**config.mk**
```make
export PLATFORM = sky130hd
export DESIGN_NAME = cache_bus_arbiter
export DESIGN_NICKNAME = d
export VERILOG_FILES = /design/src/rtl/cache_arb_pkg.sv /design/src/rtl/cache_bus_arbiter_rr_arb2.sv /design/src/rtl/cache_bus_arbiter.sv
export SDC_FILE = /design/constraint.sdc
export NUM_CORES = 2
export LEC_CHECK = 0
export CORE_AREA = 2 2 716 718
export CTS_BUF_LIST = sky130_fd_sc_hd__clkbuf_16
export CTS_CLUSTER_DIAMETER = 80
export DETAILED_ROUTE_END_ITERATION = 6
export DIE_AREA = 0 0 718 720
export PLACE_DENSITY = 0.34
export RECOVER_POWER = 25
export SYNTH_ARGS = -nofsm -noshare
export SYNTH_HDL_FRONTEND = slang
export SYNTH_SLANG_ARGS = --single-unit
export TNS_END_PERCENT = 100
```
**constraint.sdc**
```tcl
create_clock -name clk -period 2.5 [get_ports clk]
set_clock_uncertainty 0.05 [all_clocks]
set_input_delay 0.625 -clock clk [delete_from_list [all_inputs] [get_ports clk]]
set_output_delay 0.625 -clock clk [all_outputs]
set_load 0.005 [all_outputs]
```
**src/rtl/cache_arb_pkg.sv**
```systemverilog
// cache_arb_pkg: shared types and default widths for the cache bus arbiter.
package cache_arb_pkg;
    localparam int ADDR_W_DEF = 64;
    localparam int TAG_W_DEF  = 13;
    localparam int DATA_W_DEF = 512;
    typedef enum logic [1:0] {IDLE, ISSUE, WAIT_RESP, DELIVER} state_t;
    typedef enum logic {OWN_I, OWN_D} owner_t;
endpackage

```
**src/rtl/cache_bus_arbiter_rr_arb2.sv**
```systemverilog
// rr_arb2: two-way round-robin pick; a tie goes to the port that did not win last.
module rr_arb2 (
    input  logic [1:0] req_i,
    input  logic       last_d_i,
    output logic [1:0] gnt_o
);
    assign gnt_o[0] = req_i[0] & (~req_i[1] | last_d_i);
    assign gnt_o[1] = req_i[1] & (~req_i[0] | ~last_d_i);
endmodule

```
**src/rtl/cache_bus_arbiter.sv**
```systemverilog
// cache_bus_arbiter: shares one memory bus between the L1 I and D caches, one transaction in flight.
// Define CACHE_ARB_PERF_EN to add per-port grant and wait counters.
module cache_bus_arbiter
    import cache_arb_pkg::*;
#(
    parameter int ADDR_W = ADDR_W_DEF,
    parameter int TAG_W  = TAG_W_DEF,
    parameter int DATA_W = DATA_W_DEF
) (
    input  logic              clk,
    input  logic              reset,
    input  logic              i_reqcyc,
    input  logic [ADDR_W-1:0] i_req,
    input  logic [TAG_W-1:0]  i_reqtag,
    output logic              i_reqack,
    output logic              i_respcyc,
    output logic [DATA_W-1:0] i_resp,
    output logic [TAG_W-1:0]  i_resptag,
    input  logic              i_respack,
    input  logic              d_reqcyc,
    input  logic [ADDR_W-1:0] d_req,
    input  logic [TAG_W-1:0]  d_reqtag,
    output logic              d_reqack,
    output logic              d_respcyc,
    output logic [DATA_W-1:0] d_resp,
    output logic [TAG_W-1:0]  d_resptag,
    input  logic              d_respack,
    output logic              m_reqcyc,
    output logic [ADDR_W-1:0] m_req,
    output logic [TAG_W-1:0]  m_reqtag,
    input  logic              m_reqack,
    input  logic              m_respcyc,
    input  logic [DATA_W-1:0] m_resp,
    input  logic [TAG_W-1:0]  m_resptag,
    output logic              m_respack
`ifdef CACHE_ARB_PERF_EN
    ,
    output logic [31:0]       perf_i_grants,
    output logic [31:0]       perf_d_grants,
    output logic [31:0]       perf_i_wait,
    output logic [31:0]       perf_d_wait
`endif
);
    state_t            state_q, state_d;
    owner_t            owner_q, owner_d, last_q, last_d;
    logic              ack_q, ack_d;
    logic [ADDR_W-1:0] req_q, req_d;
    logic [TAG_W-1:0]  reqtag_q, reqtag_d, resptag_q, resptag_d;
    logic [DATA_W-1:0] resp_q, resp_d;
    logic [1:0]        gnt;
    logic              take, own_respack;

    rr_arb2 u_rr (
        .req_i    ({d_reqcyc, i_reqcyc} & {2{state_q == IDLE}}),
        .last_d_i (last_q == OWN_D),
        .gnt_o    (gnt)
    );

    // The accept pulse occupies the first ISSUE cycle; the downstream request follows it.
    assign m_reqcyc    = state_q == ISSUE && !ack_q;
    assign take        = m_respcyc && (state_q == WAIT_RESP || (m_reqcyc && m_reqack));
    assign own_respack = owner_q == OWN_D ? d_respack : i_respack;

    always_comb begin
        state_d   = state_q;
        owner_d   = owner_q;
        last_d    = last_q;
        ack_d     = 1'b0;
        req_d     = req_q;
        reqtag_d  = reqtag_q;
        resp_d    = resp_q;
        resptag_d = resptag_q;
        m_respack = 1'b0;
        if (|gnt) begin
            owner_d  = gnt[1] ? OWN_D : OWN_I;
            last_d   = gnt[1] ? OWN_D : OWN_I;
            req_d    = gnt[1] ? d_req : i_req;
            reqtag_d = gnt[1] ? d_reqtag : i_reqtag;
            ack_d    = 1'b1;
            state_d  = ISSUE;
        end
        if (m_reqcyc && m_reqack) state_d = WAIT_RESP;
        if (take) begin
            resp_d    = m_resp;
            resptag_d = m_resptag;
            m_respack = 1'b1;
            state_d   = DELIVER;
        end
        if (state_q == DELIVER && own_respack) state_d = IDLE;
    end

    always_ff @(posedge clk) begin
        if (reset) begin
            state_q   <= IDLE;
            owner_q   <= OWN_I;
            last_q    <= OWN_D;
            ack_q     <= 1'b0;
            req_q     <= '0;
            reqtag_q  <= '0;
            resp_q    <= '0;
            resptag_q <= '0;
        end else begin
            state_q   <= state_d;
            owner_q   <= owner_d;
            last_q    <= last_d;
            ack_q     <= ack_d;
            req_q     <= req_d;
            reqtag_q  <= reqtag_d;
            resp_q    <= resp_d;
            resptag_q <= resptag_d;
        end
    end

    assign m_req     = m_reqcyc ? req_q : '0;
    assign m_reqtag  = m_reqcyc ? reqtag_q : '0;
    assign i_reqack  = ack_q && owner_q == OWN_I;
    assign d_reqack  = ack_q && owner_q == OWN_D;
    assign i_respcyc = state_q == DELIVER && owner_q == OWN_I;
    assign d_respcyc = state_q == DELIVER && owner_q == OWN_D;
    assign i_resp    = i_respcyc ? resp_q : '0;
    assign i_resptag = i_respcyc ? resptag_q : '0;
    assign d_resp    = d_respcyc ? resp_q : '0;
    assign d_resptag = d_respcyc ? resptag_q : '0;

`ifdef CACHE_ARB_PERF_EN
    logic [31:0] gi_q, gd_q, wi_q, wd_q;
    // A requesting port waits in every cycle it is not the one being granted.
    always_ff @(posedge clk) begin
        if (reset) begin
            gi_q <= '0;
            gd_q <= '0;
            wi_q <= '0;
            wd_q <= '0;
        end else begin
            gi_q <= gi_q + 32'(gnt[0]);
            gd_q <= gd_q + 32'(gnt[1]);
            wi_q <= wi_q + 32'(i_reqcyc && !gnt[0]);
            wd_q <= wd_q + 32'(d_reqcyc && !gnt[1]);
        end
    end
    assign perf_i_grants = gi_q;
    assign perf_d_grants = gd_q;
    assign perf_i_wait   = wi_q;
    assign perf_d_wait   = wd_q;
`endif
endmodule
```
Word level (Yosys, flattened, before mapping)
Index checks and enable logic that the tools add are counted.
{ "word_totals": {"ff_bits": 607, "latch_bits": 0, "mem_bits_rw": 0, "romBits": 0, "out_inout_bits": 1133, "wordCells": 49, "memories": 0} }
{ "op_classes": {"add_sub_neg": 0, "n_mul": 0, "n_div": 0, "magnitude_cmp": 0, "eq_ne": 3, "n_shift": 0, "muxes": 15, "bitwise_logic": 9, "reduce_logical": 14} }
{ "op_table": {"columns": ["op", "count"], "rows": [
  ["$mux W512", 2],
  ["$mux W64", 2],
  ["$mux W13", 4],
  ["$logic_and A1 B1 Y1", 8],
  ["$mux W2", 3],
  ["$eq A2 B2 Y1 const B", 2],
  ["$mux W1", 4],
  ["$not A1 Y1", 4],
  ["$reduce_or A2 Y1", 2],
  ["$reduce_bool A3 Y1", 1],
  ["$and A1 B1 Y1", 2],
  ["$and A2 B2 Y2", 1],
  ["$eq A2 B1 Y1 const B", 1],
  ["$logic_not A2 Y1", 1],
  ["$or A1 B1 Y1", 2],
  ["$logic_not A1 Y1", 1],
  ["$logic_or A1 B1 Y1", 1]
]} }

Longest topological paths before layout
{ "logic_depth": {"depth_word": 9, "depth_mapped": 8} }

Modules after synthesis
From an unflattened synthesis, not the netlist that was laid out.
{ "unflattened": {"cells_unflattened": 5880, "area_unflattened_um2": 44876.8} }
{ "modules_own_cells": {"columns": ["mod", "n_inst", "cells_per_inst", "area_each_um2", "seq_area_each_um2"], "rows": [
  ["cache_bus_arbiter", 1, 5877, 44858.0, 12151.7],
  ["rr_arb2", 1, 3, 18.8, 0.0]
]} }

Worst setup path before layout
Ideal clock, no wire load.
{ "synth_timing": {"path_kind": "input -> output", "start": "input m_reqack", "end": "output m_respack", "t_arrival_ns": 1.472, "t_required_ns": 1.825, "path_slack_ns": 0.353, "path_stages": 5, "cell_sequence": "and4bb_2 o21a_1 buf_2 buf_2 buf_2"} }
{ "synth_between": {"elab_chain_len": 4} }
{ "synth_lines": {"columns": ["element", "line", "source"], "rows": [
  ["from (decl)", "cache_bus_arbiter.sv:31", "input logic m_reqack,"],
  ["$logic_and A1 B1 Y1", "cache_bus_arbiter.sv:61", "assign take = m_respcyc && (state_q == WAIT_RESP || (m_reqcyc && m_reqack));"],
  ["$logic_or A1 B1 Y1", "cache_bus_arbiter.sv:61", null],
  ["$logic_and A1 B1 Y1", "cache_bus_arbiter.sv:61", null],
  ["$mux W1", "cache_bus_arbiter.sv:83", "if (take) begin"],
  ["to (decl)", "cache_bus_arbiter.sv:35", "output logic m_respack"]
]} }
Every way passes these cells.

Worst setup path after layout
{ "layout_timing": {"start": "register state_q[1]", "end": "output d_resp[260]"} }
{ "layout_between": {"elab_chain_len": 3} }
{ "layout_lines": {"columns": ["element", "line", "source"], "rows": [
  ["from (decl)", "cache_bus_arbiter.sv:44", "state_t state_q, state_d;"],
  ["from (signal assigned)", "cache_bus_arbiter.sv:103", "state_q <= state_d;"],
  ["$eq A2 B2 Y1", "cache_bus_arbiter.sv:119", "assign d_respcyc = state_q == DELIVER && owner_q == OWN_D;"],
  ["$logic_and A1 B1 Y1", "cache_bus_arbiter.sv:119", null],
  ["$mux W512", "cache_bus_arbiter.sv:122", "assign d_resp = d_respcyc ? resp_q : '0;"],
  ["to (decl)", "cache_bus_arbiter.sv:25", "output logic [DATA_W-1:0] d_resp,"]
]} }
Every way passes these cells.

==> flow_summary_export.csv <==
group,metric,value,unit
global_route,grt_use_total,12.9,%
sta,tightestPinTransition,914,ps
cts,worstSkewPairLatency,790,ps
setup_path,cp-start-kind,"flop",
detailed_routing,vias_per_cell,2.93,
finish,syn_to_final_growth,98.0,%
global_route,grt_max_degree,98,
setup_path,crit_path_end_kind,"output port",
yosys,netlist_instances,4025,
sta,slew_headroom,39.1,%
cts,cts_made_buffers,101,
finish,fin_util,13.8,%
floorplan,initial_core_util,6.96,%
sta,max_freq,285,MHz
yosys,syn-num-nets,4712,
placed_design,dp_hpwl,298000,um
detailed_routing,drt-pass1-iter-count,5,
min_path,min_path_type,"input port to flop",
sta,post-route-period-util,140,%
power,powerDensity,440,nW/um2
floorplan,coreArea,508000,um2
min_path,min_path_cells,3,
cts,h-tree-depth,3,
yosys,syn_area,35400,um2
placed_design,gp_congestion,0.893,
cts,cts_tree,"built",
cts,cts_buffer_depth,4,
floorplan,chipHeight,720,um
sta,setup_ws,-1010,ps
setup_path,critPathMaxFanout,21,
finish,layout-drive-gt1-share,15.8,%
global_route,grt_overflow_total,0,
setup_path,crit_type,"flop to output port",
detailed_routing,routed_wl,352000,um
yosys,synth_top_area_cell,"dfxtp_1",
floorplan,core.rowCount,262,
detailed_routing,drtAntennaViolNets,0,
floorplan,fp.dieW,718,um
setup_path,cp_data_arrival_time,2830,ps
placed_design,portBuffers,1819,
finish,instances_no_fill,12810,
power,peakVddDrop,0.449,mV
sta,setup_viol,1343,
yosys,synth_warnings,0,
setup_path,reg2reg_depth,8,
yosys,seq_area_frac_synth,34.4,%
sta,rsz0062_at_grt,"yes",
yosys,synth_cell_types,30,
global_route,grt_pass1_vias,38379,
yosys,synth_top_cell_area_share,34.4,%
detailed_routing,drtIter0Drc,2234,
power,leakagePower,25.2,nW
global_route,grt_first_pass_wirelength,438000,um
yosys,synth.area.top_cells,"dfxtp_1, and2_1, nand2b_1, mux2i_1, clkbuf_1",
sta,hold_viol,0,
global_route,antenna_found_initial,244,
floorplan,dieArea,517000,um2
detailed_routing,wl_per_cell,27.5,um
sta,final.min_clock_period,3510,ps
yosys,ys_ff_latch,607,
run_status,violations,"negative setup slack",
yosys,synth_flop_cell,"dfxtp_1",
floorplan,ioPinCount,1820,
cts,clock_sinks,607,
yosys,synthArstFlopShare,0,%
yosys,synth_edf_count,0,
flow_run,max_cap_violations,0,
setup_path,cp.required,1820,ps
finish,nets,6634,
placed_design,dp_cells,12480,
detailed_routing,drc_errors,0,
detailed_routing,via_count,37522,
run_status,status,"complete, but fails checks",
cts,clock-root-buffer,"clkbuf_16",
cts,clk_pin_slew,60,ps
sta,slew_violations,0,
yosys,synth.avg_cell_area,8.79,um2
==> layer usage <==
metal | GRT usage, % | wire length, um
met1 | 14.4 | 135000
met2 | 21.8 | 165000
met3 | 6.67 | 40900
met4 | 2.96 | 9950
met5 | 0 | 908
==> worst max-delay path, stage by stage (launching register included) <==
cell and delay, ps:
dfxtp_2 350, buf_4 120, and3_4 220, buf_12 150
buf_16 190, and2_1 310, clkdlybuf4s50_1 580
==> repair_timing <==
item                       in CTS  in global routing
setup buffers                  43                 22
gates cloned                   17                 19
resized for setup             357                403
pin swaps                       4                  1
hold buffers                    0                  0
setup endpoints to repair    1133               1156
==> synth_stat cells (2+ instances only) <==
cell,count
a21oi_1,2
a221o_1,77
mux2i_1,526
nor4b_1,77
inv_1,2
o21bai_1,2
nor2b_1,78
and2_1,1128
nand2_1,3
nand2b_1,1050
buf_6,8
nor3_1,2
nor2_1,5
buf_2,65
dfxtp_1,607
clkbuf_1,301
and4_1,77
buf_1,3
==> layout by cell type (no fill, tap or decap), drive strengths merged, types with 59 or more instances in the layout <==
cell type         n
buf             625
nand2b         1050
and4             77
clkbuf          189
a221o            77
and2           1128
nor2b            78
nor4b            77
mux2i           526
diode            59
clkdlybuf4s50  1374
dfxtp           607
==> cell type report <==
type / count / area [um2]
Tap cell: 6732 / 8420
Fill cell: 57727 / 438000
Timing Repair Buffer: 2197 / 24300
Antenna cell: 59 / 148
Clock buffer: 102 / 2550
Multi-Input combinational cell: 3038 / 21800
Sequential cell: 607 / 12200
Inverter: 2 / 7.51
Clock inverter: 73 / 683
==> cells by family (layout without fill, tap and decap cells) <==
family	after synthesis	in the layout	share of synthesized area (%)
and+or+nand+nor	2426	2426	44.0
other	0	59	0
buffers and inverters	380	2374	4.44
muxes	526	526	14.9
DFF	607	607	34.4
AOI/OAI and AO/OA	86	86	2.37
==> registers in the layout, indices dropped and copies added, names as in the netlist <==
register and count:
resp_q 512, last_q 1, reqtag_q 13, ack_q 1, owner_q 1, req_q 64, state_q 2, resptag_q 13
==> power by group <==
part           switching, W  total [W]  internal (W)
logic               0.00249    0.00536       0.00287
registers          0.000896     0.0112        0.0103
clock network       0.00583     0.0143       0.00844
==> stage by stage <==
step / setup WS [ps] / instance area, um2 / TNS, ps / hold WS, ps / total power, W
after floorplan: 353 / 35400 / 0 / 397 / 0.0130
after global placement: -534 / 65100 / -376510 / 415 / 0.0165
after detailed placement: -562 / 65100 / -375410 / 415 / 0.0166
after CTS: -1170 / 69600 / -1152300 / 31.4 / 0.0315
after global routing: -1140 / 70000 / -1147650 / 87.3 / 0.0322
final: -1010 / 70100 / -931650 / 130 / 0.0308
==> worst paths after layout <==
check                   from          end  slack (ps)
setup reg to reg  state_q[1]  resp_q[270]        -200
hold / removal         reset   resp_q[17]         130
hold reg to reg    req_q[39]    req_q[39]         430
setup / recovery  state_q[1]  d_resp[260]       -1010
(Power assumes the default switching activity.)
